<file path="config.mk">
export PLATFORM = sky130hd
export DESIGN_NAME = red_pitaya_sat_integrator_flat
export DESIGN_NICKNAME = d
export VERILOG_FILES = /design/src/rtl/red_pitaya_sat_integrator_pkg.sv /design/src/rtl/red_pitaya_sat_integrator_if.sv /design/src/rtl/red_pitaya_sat_shift.sv /design/src/rtl/red_pitaya_sat_integrator.sv /design/src/flat_wrapper.sv
export SDC_FILE = /design/constraint.sdc
export NUM_CORES = 1
export LEC_CHECK = 0
export ABC_AREA = 0
export CAP_MARGIN = 30
export CORE_ASPECT_RATIO = 1.75
export CORE_MARGIN = 2
export CORE_UTILIZATION = 45
export CTS_BUF_LIST = sky130_fd_sc_hd__clkbuf_8
export CTS_CLUSTER_DIAMETER = 200
export DETAILED_ROUTE_END_ITERATION = 10
export PLACE_DENSITY = 0.74
export SLEW_MARGIN = 5
export SYNTH_ARGS = -nofsm -noshare
export SYNTH_HDL_FRONTEND = slang
export SYNTH_SLANG_ARGS = --single-unit
</file>
<file path="constraint.sdc">
create_clock -name clk_i -period 4.75 [get_ports clk_i]
set_clock_uncertainty 0.15 [all_clocks]
set_input_delay 0.475 -clock clk_i [delete_from_list [all_inputs] [get_ports clk_i]]
set_output_delay 0.475 -clock clk_i [all_outputs]
set_load 0.02 [all_outputs]
</file>
<file path="src/rtl/red_pitaya_sat_integrator_pkg.sv">
// Shared constants for the saturating arithmetic blocks (integrator, PID, IQ paths).
// Signed range helpers are evaluated at elaboration time only.
package red_pitaya_sat_integrator_pkg;

  localparam int CNT_W = 16;

  function automatic longint smax(input int w);
    return (longint'(1) <<< (w - 1)) - 1;
  endfunction

  function automatic longint smin(input int w);
    return -(longint'(1) <<< (w - 1));
  endfunction

endpackage

</file>
<file path="src/rtl/red_pitaya_sat_integrator_if.sv">
// Sample stream, control strobes and readback bundle of the saturating integrator.
// master drives samples/controls, slave is the integrator.
interface red_pitaya_sat_integrator_if #(
  parameter int BITS_IN  = 16,
  parameter int BITS_ACC = 24,
  parameter int BITS_OUT = 14
);
  import red_pitaya_sat_integrator_pkg::*;

  logic signed [BITS_IN-1:0]  data_i;
  logic                       valid_i;
  logic                       ovf_i;
  logic                       hold_i;
  logic                       clear_i;
  logic                       set_i;
  logic signed [BITS_ACC-1:0] set_val_i;
  logic                       cnt_clr_i;

  logic signed [BITS_OUT-1:0] data_o;
  logic                       valid_o;
  logic                       sat_o;
  logic signed [BITS_ACC-1:0] acc_o;
  logic [CNT_W-1:0]           ovf_cnt_o;

  modport master (
    output data_i, valid_i, ovf_i, hold_i, clear_i, set_i, set_val_i, cnt_clr_i,
    input  data_o, valid_o, sat_o, acc_o, ovf_cnt_o
  );

  modport slave (
    input  data_i, valid_i, ovf_i, hold_i, clear_i, set_i, set_val_i, cnt_clr_i,
    output data_o, valid_o, sat_o, acc_o, ovf_cnt_o
  );

endinterface

</file>
<file path="src/rtl/red_pitaya_sat_shift.sv">
// Combinational rescale-and-saturate: arithmetic right shift (floor) then clamp
// into a narrower signed range.
module red_pitaya_sat_shift
  import red_pitaya_sat_integrator_pkg::*;
#(
  parameter int BITS_IN  = 24,
  parameter int BITS_OUT = 14,
  parameter int SHIFT    = 8
) (
  input  logic signed [BITS_IN-1:0]  din,
  output logic signed [BITS_OUT-1:0] dout
);

  localparam int W = BITS_IN - SHIFT;
  localparam logic signed [BITS_OUT-1:0] OUT_MAX = BITS_OUT'(smax(BITS_OUT));
  localparam logic signed [BITS_OUT-1:0] OUT_MIN = BITS_OUT'(smin(BITS_OUT));

  logic signed [W-1:0] s;
  logic                unused_lsb;

  // dropping the low bits of a two's complement value rounds toward -inf
  assign s          = din[BITS_IN-1:SHIFT];
  assign unused_lsb = ^din[SHIFT-1:0];

  generate
    if (W > BITS_OUT) begin : g_sat
      logic ovf;
      // in range only when all bits above the output sign bit match it
      assign ovf  = ~((&s[W-1:BITS_OUT-1]) | ~(|s[W-1:BITS_OUT-1]));
      assign dout = ovf ? (s[W-1] ? OUT_MIN : OUT_MAX) : s[BITS_OUT-1:0];
    end else begin : g_pass
      assign dout = s;
    end
  endgenerate

endmodule

</file>
<file path="src/rtl/red_pitaya_sat_integrator.sv">
// Clamping accumulator with registered rescale/saturate output stage and a
// saturating event counter for register readback.
module red_pitaya_sat_integrator
  import red_pitaya_sat_integrator_pkg::*;
#(
  parameter int BITS_IN  = 16,
  parameter int BITS_ACC = 24,
  parameter int BITS_OUT = 14,
  parameter int SHIFT    = 8
) (
  input logic                         clk_i,
  input logic                         rst_i,
  red_pitaya_sat_integrator_if.slave  bus
);

  localparam int STAGES = 2;
  localparam logic signed [BITS_ACC:0]   SUM_MAX = (BITS_ACC+1)'(smax(BITS_ACC));
  localparam logic signed [BITS_ACC:0]   SUM_MIN = (BITS_ACC+1)'(smin(BITS_ACC));
  localparam logic signed [BITS_ACC-1:0] ACC_MAX = BITS_ACC'(smax(BITS_ACC));
  localparam logic signed [BITS_ACC-1:0] ACC_MIN = BITS_ACC'(smin(BITS_ACC));

  logic signed [BITS_ACC-1:0] acc, acc_sat;
  logic signed [BITS_ACC:0]   sum;
  logic                       sat, hi, lo, accum, ev;
  logic [CNT_W-1:0]           cnt;
  logic [STAGES:1]            vld_pipe;
  logic signed [BITS_OUT-1:0] dout, dout_c;

  // one extra bit of headroom so the clamp compare sees the true sum
  assign sum   = {acc[BITS_ACC-1], acc}
               + {{(BITS_ACC+1-BITS_IN){bus.data_i[BITS_IN-1]}}, bus.data_i};
  assign hi    = (sum > SUM_MAX);
  assign lo    = (sum < SUM_MIN);
  assign acc_sat = hi ? ACC_MAX : lo ? ACC_MIN : sum[BITS_ACC-1:0];

  assign accum = bus.valid_i & ~bus.clear_i & ~bus.set_i & ~bus.hold_i;
  // upstream overflow counts on any valid cycle; a clamp only on a real accumulate
  assign ev    = (bus.valid_i & bus.ovf_i) | (accum & (hi | lo));

  red_pitaya_sat_shift #(
    .BITS_IN  (BITS_ACC),
    .BITS_OUT (BITS_OUT),
    .SHIFT    (SHIFT)
  ) u_shift (
    .din  (acc),
    .dout (dout_c)
  );

  always_ff @(posedge clk_i) begin
    if (rst_i) begin
      acc      <= '0;
      sat      <= 1'b0;
      cnt      <= '0;
      vld_pipe <= '0;
      dout     <= '0;
    end else begin
      if (bus.clear_i) begin
        acc <= '0;
        sat <= 1'b0;
      end else if (bus.set_i) begin
        acc <= bus.set_val_i;
        sat <= 1'b0;
      end else if (accum) begin
        acc <= acc_sat;
        sat <= hi | lo;
      end

      if (bus.cnt_clr_i)
        cnt <= '0;
      else if (ev && cnt != '1)
        cnt <= cnt + CNT_W'(1);

      vld_pipe <= {vld_pipe[STAGES-1:1], bus.valid_i};
      dout     <= dout_c;
    end
  end

  assign bus.data_o    = dout;
  assign bus.valid_o   = vld_pipe[STAGES];
  assign bus.sat_o     = sat;
  assign bus.acc_o     = acc;
  assign bus.ovf_cnt_o = cnt;

endmodule

</file>
<file path="src/flat_wrapper.sv">
// flat-port wrapper written by rule: the top's interface ports become plain ports
module red_pitaya_sat_integrator_flat import red_pitaya_sat_integrator_pkg::*;
#(
  parameter int BITS_IN  = 16,
  parameter int BITS_ACC = 24,
  parameter int BITS_OUT = 14,
  parameter int SHIFT    = 8
)
  (clk_i, rst_i, bus_data_i, bus_valid_i, bus_ovf_i, bus_hold_i, bus_clear_i, bus_set_i, bus_set_val_i, bus_cnt_clr_i, bus_data_o, bus_valid_o, bus_sat_o, bus_acc_o, bus_ovf_cnt_o);
  red_pitaya_sat_integrator_if #(.BITS_IN(BITS_IN), .BITS_ACC(BITS_ACC), .BITS_OUT(BITS_OUT)) bus_i ();
  input logic clk_i;
  input logic rst_i;
  input wire logic [$bits(bus_i.data_i)-1:0] bus_data_i;
  input wire logic [$bits(bus_i.valid_i)-1:0] bus_valid_i;
  input wire logic [$bits(bus_i.ovf_i)-1:0] bus_ovf_i;
  input wire logic [$bits(bus_i.hold_i)-1:0] bus_hold_i;
  input wire logic [$bits(bus_i.clear_i)-1:0] bus_clear_i;
  input wire logic [$bits(bus_i.set_i)-1:0] bus_set_i;
  input wire logic [$bits(bus_i.set_val_i)-1:0] bus_set_val_i;
  input wire logic [$bits(bus_i.cnt_clr_i)-1:0] bus_cnt_clr_i;
  output wire logic [$bits(bus_i.data_o)-1:0] bus_data_o;
  output wire logic [$bits(bus_i.valid_o)-1:0] bus_valid_o;
  output wire logic [$bits(bus_i.sat_o)-1:0] bus_sat_o;
  output wire logic [$bits(bus_i.acc_o)-1:0] bus_acc_o;
  output wire logic [$bits(bus_i.ovf_cnt_o)-1:0] bus_ovf_cnt_o;
  assign bus_i.data_i = bus_data_i;
  assign bus_i.valid_i = bus_valid_i;
  assign bus_i.ovf_i = bus_ovf_i;
  assign bus_i.hold_i = bus_hold_i;
  assign bus_i.clear_i = bus_clear_i;
  assign bus_i.set_i = bus_set_i;
  assign bus_i.set_val_i = bus_set_val_i;
  assign bus_i.cnt_clr_i = bus_cnt_clr_i;
  assign bus_data_o = bus_i.data_o;
  assign bus_valid_o = bus_i.valid_o;
  assign bus_sat_o = bus_i.sat_o;
  assign bus_acc_o = bus_i.acc_o;
  assign bus_ovf_cnt_o = bus_i.ovf_cnt_o;
  red_pitaya_sat_integrator #(.BITS_IN(BITS_IN), .BITS_ACC(BITS_ACC), .BITS_OUT(BITS_OUT), .SHIFT(SHIFT)) u_core (.clk_i(clk_i), .rst_i(rst_i), .bus(bus_i));
endmodule
</file>
==> impl_metrics.env <==
export IMPL_status="complete, no violations"
export IMPL_via_per_inst=6.06
export IMPL_wl_mm=13.1
export IMPL_layout_common_cells="103 x clkdlybuf4s50_1, 67 x a21oi_1, 57 x dfxtp_1"
export IMPL_synth_top_family_by_area="compound AO/OA/AOI/OAI gates"
export IMPL_final_setup_worst_slack_ns=0.921
export IMPL_grt_setup_unrepaired="false"
export IMPL_globalplace_congestion=1.02
export IMPL_syn_to_final_growth_pct=33.7
export IMPL_cp_max_fo=19
export IMPL_die_x_um=74.6
export IMPL_cp_slowest_cell="clkdlybuf4s50_1"
export IMPL_vdd_drop_max_uv=167
export IMPL_synth_xor_xnor_area_share_pct=4.24
export IMPL_crit_type="input pin to register"
export IMPL_postCtsResizedCells=0
export IMPL_cp_end_kind="register"
export IMPL_synth_mux_area_share_pct=3.32
export IMPL_period_share_pct=80.6
export IMPL_grt_overflow_total=0
export IMPL_dp_hpwl_mm=10.1
export IMPL_htreeDepth=3
export IMPL_yosys_cell_types_count=61
export IMPL_syn_cell_area_um2=3920
export IMPL_tightest_slew_ns=0.972
export IMPL_place_ws_ns=0.622
export IMPL_tns_ns=0
export IMPL_die_area_um2=9510
export IMPL_ys_ff_latch=57
export IMPL_ys_warn_count=0
export IMPL_synth_edf_count=0
export IMPL_routed_via_count=4239
export IMPL_crit_chain="clkdlybuf4s50_1 > ha_1 > a21oi_1 > o21ai_0 > o311ai_1 > a32oi_2 > o21a_1 > o31a_1 > or4_1 > a21oi_1"
export IMPL_drc=0
export IMPL_p_leak_nw=2.01
export IMPL_synthesis_instances=485
export IMPL_fin_area_um2=5240
export IMPL_grt_pass1_vias=4290
export IMPL_insertion_delay_ns=0.36
export IMPL_core_um2=8560
export IMPL_drt_iter0_drc=210
export IMPL_grt_max_degree=34
export IMPL_initial_core_util_pct=45.8
export IMPL_grt_pass1_wl_mm=20.3
export IMPL_yosysSeqAreaShare_pct=29.1
export IMPL_hold_class="register to register"
export IMPL_dpl_cell_count=684
export IMPL_fin_cells=700
export IMPL_slowest_delay_ns=0.65
export IMPL_async_reset_ff_share_pct=0
export IMPL_fmax_mhz=261
export IMPL_fin_crit_ns=3.83
export IMPL_grtUsageTotal_pct=28.3
export IMPL_crit_required_ns=4.88
export IMPL_io_buffers=103
export IMPL_postCtsSetupBuffers=0
export IMPL_drv_slew=0
export IMPL_drtAntennaViolNets=0
export IMPL_cts_path_max_buffers=2
export IMPL_die_y_um=127
export IMPL_relSlewSlack_pct=34.7
export IMPL_drive_above_1_share_pct=6.69
export IMPL_numCtsBuffers=9
export IMPL_setup_viol=0
export IMPL_cts_root_buf="clkbuf_8"
export IMPL_nets=652
export IMPL_synth_fp_nets=559
export IMPL_syn_avg_cell_area_um2=8.09
export IMPL_place_area_um2=5040
export IMPL_maxCapViolations=0
export IMPL_numClockSinks=57
export IMPL_wire_per_inst_um=18.7
export IMPL_yosys_area_share_simple_pct=18.4
export IMPL_cp_arrival_ns=3.96
export IMPL_synth_compound_area_share_pct=32.0
export IMPL_num_antenna_cells=0
export IMPL_startpoint_type="input pin"
export IMPL_synthFlopType="dfxtp_1"
export IMPL_rows=45
export IMPL_pin_count=104
export IMPL_power_density_nw_per_um2=249
export IMPL_timing_final_hold_violations=0
export IMPL_drtPass1Iterations=5
export IMPL_synth_fa_ha_area_share_pct=8.49
export IMPL_cp_common_cell="a21oi_1"
export IMPL_cts_hold_buf=0
export IMPL_antenna_found_initial=0
export IMPL_cts_tree="yes"
export IMPL_final_common_cell="clkdlybuf4s50_1"
export IMPL_cts_clk_slew_worst_paths_ns=0.07
## worst max-delay path, delay by kind of cell
family | cells | cell delay [ns]
simple gates | 1 | 0.58
fa+ha+maj | 1 | 0.48
compound gates | 7 | 1.75
buf+inv | 1 | 0.65
## stage by stage
step / total power, mW / hold WS [ns] / util [%]
floorplan: 0.706 / 0.264 / -
global placement: 0.827 / 0.270 / 58.8
detailed placement: 0.832 / 0.277 / 58.8
CTS: 1.31 / 0.292 / 61.3
global route: 1.36 / 0.316 / 61.3
finish: 1.31 / 0.289 / 61.3
## synthesized netlist by cell type, types with 7 or more instances
library cell  count  area share [%]
a221oi_1         12             2.7
a211oi_1         14             2.7
o31ai_1          16             3.1
and3_1            8             1.3
ha_1             25             8.0
mux2i_1          13             3.3
a21oi_1          67             8.6
nand2_1          43             4.1
clkbuf_1         18             1.7
or4_1             7             1.3
nor3_1            8             1.0
xor2_1            7             1.6
o21ai_0          28             3.6
nor2b_1           7             1.1
inv_1            12             1.1
nand3_1          17             2.2
dfxtp_1          57              29
nor2_1           26             2.5
xnor2_1          12             2.7
buf_2             8             1.0
## area by class of cell
type                    instances  area (um2)
clock buffers                  11         151
clock inverters                 5        55.1
well taps                     117         146
inverters                      12        45.0
flip-flops and latches         57        1140
multi-input cells             387        2620
fillers                       813        3320
repair buffers                111        1090
## layer usage
layer | GRT usage (%) | share of wire, % | vias to the layer above
met5 | 0 | 0 | -
met4 | 19.2 | 6.4 | 0
met3 | 5.28 | 4.4 | 55
met2 | 52.2 | 54 | 162
met1 | 26.8 | 35 | 1991
li1 | - | - | 2031
## final timing paths
check	depth (start not counted)	slack, ns	startpoint	to
max	10	0.92	bus_data_i[15]	u_core.bus.ovf_cnt_o[13]$_SDFFE_PP0P_
min	1	0.29	u_core.vld_pipe[1]$_SDFF_PP0_	u_core.vld_pipe[2]$_SDFF_PP0_
max reg2reg	11	1.26	u_core.bus.acc_o[0]$_SDFFE_PP0P_	u_core.bus.ovf_cnt_o[13]$_SDFFE_PP0P_
min reg2reg	1	0.29	u_core.vld_pipe[1]$_SDFF_PP0_	u_core.vld_pipe[2]$_SDFF_PP0_
## flip-flops by register name, summed over array words and instances, names as in the netlist
register,count
u_core.vld_pipe,2
u_core.bus.acc_o,24
u_core.bus.sat_o,1
u_core.bus.data_o,14
u_core.bus.ovf_cnt_o,16
## cells by family after synthesis
kind of cell / after synthesis
simple gates: 142
fa+ha+maj: 26
flops: 57
buf+inv: 41
compound gates: 187
mux: 13
xor+xnor: 19
## power by group
group / switching (mW) / total (mW) / internal (mW)
combinational: 0.171 / 0.312 / 0.141
sequential: 0.0162 / 0.512 / 0.496
clock: 0.214 / 0.482 / 0.269
total: 0.400 / 1.31 / 0.906
Power figures use the tool's default switching activity.
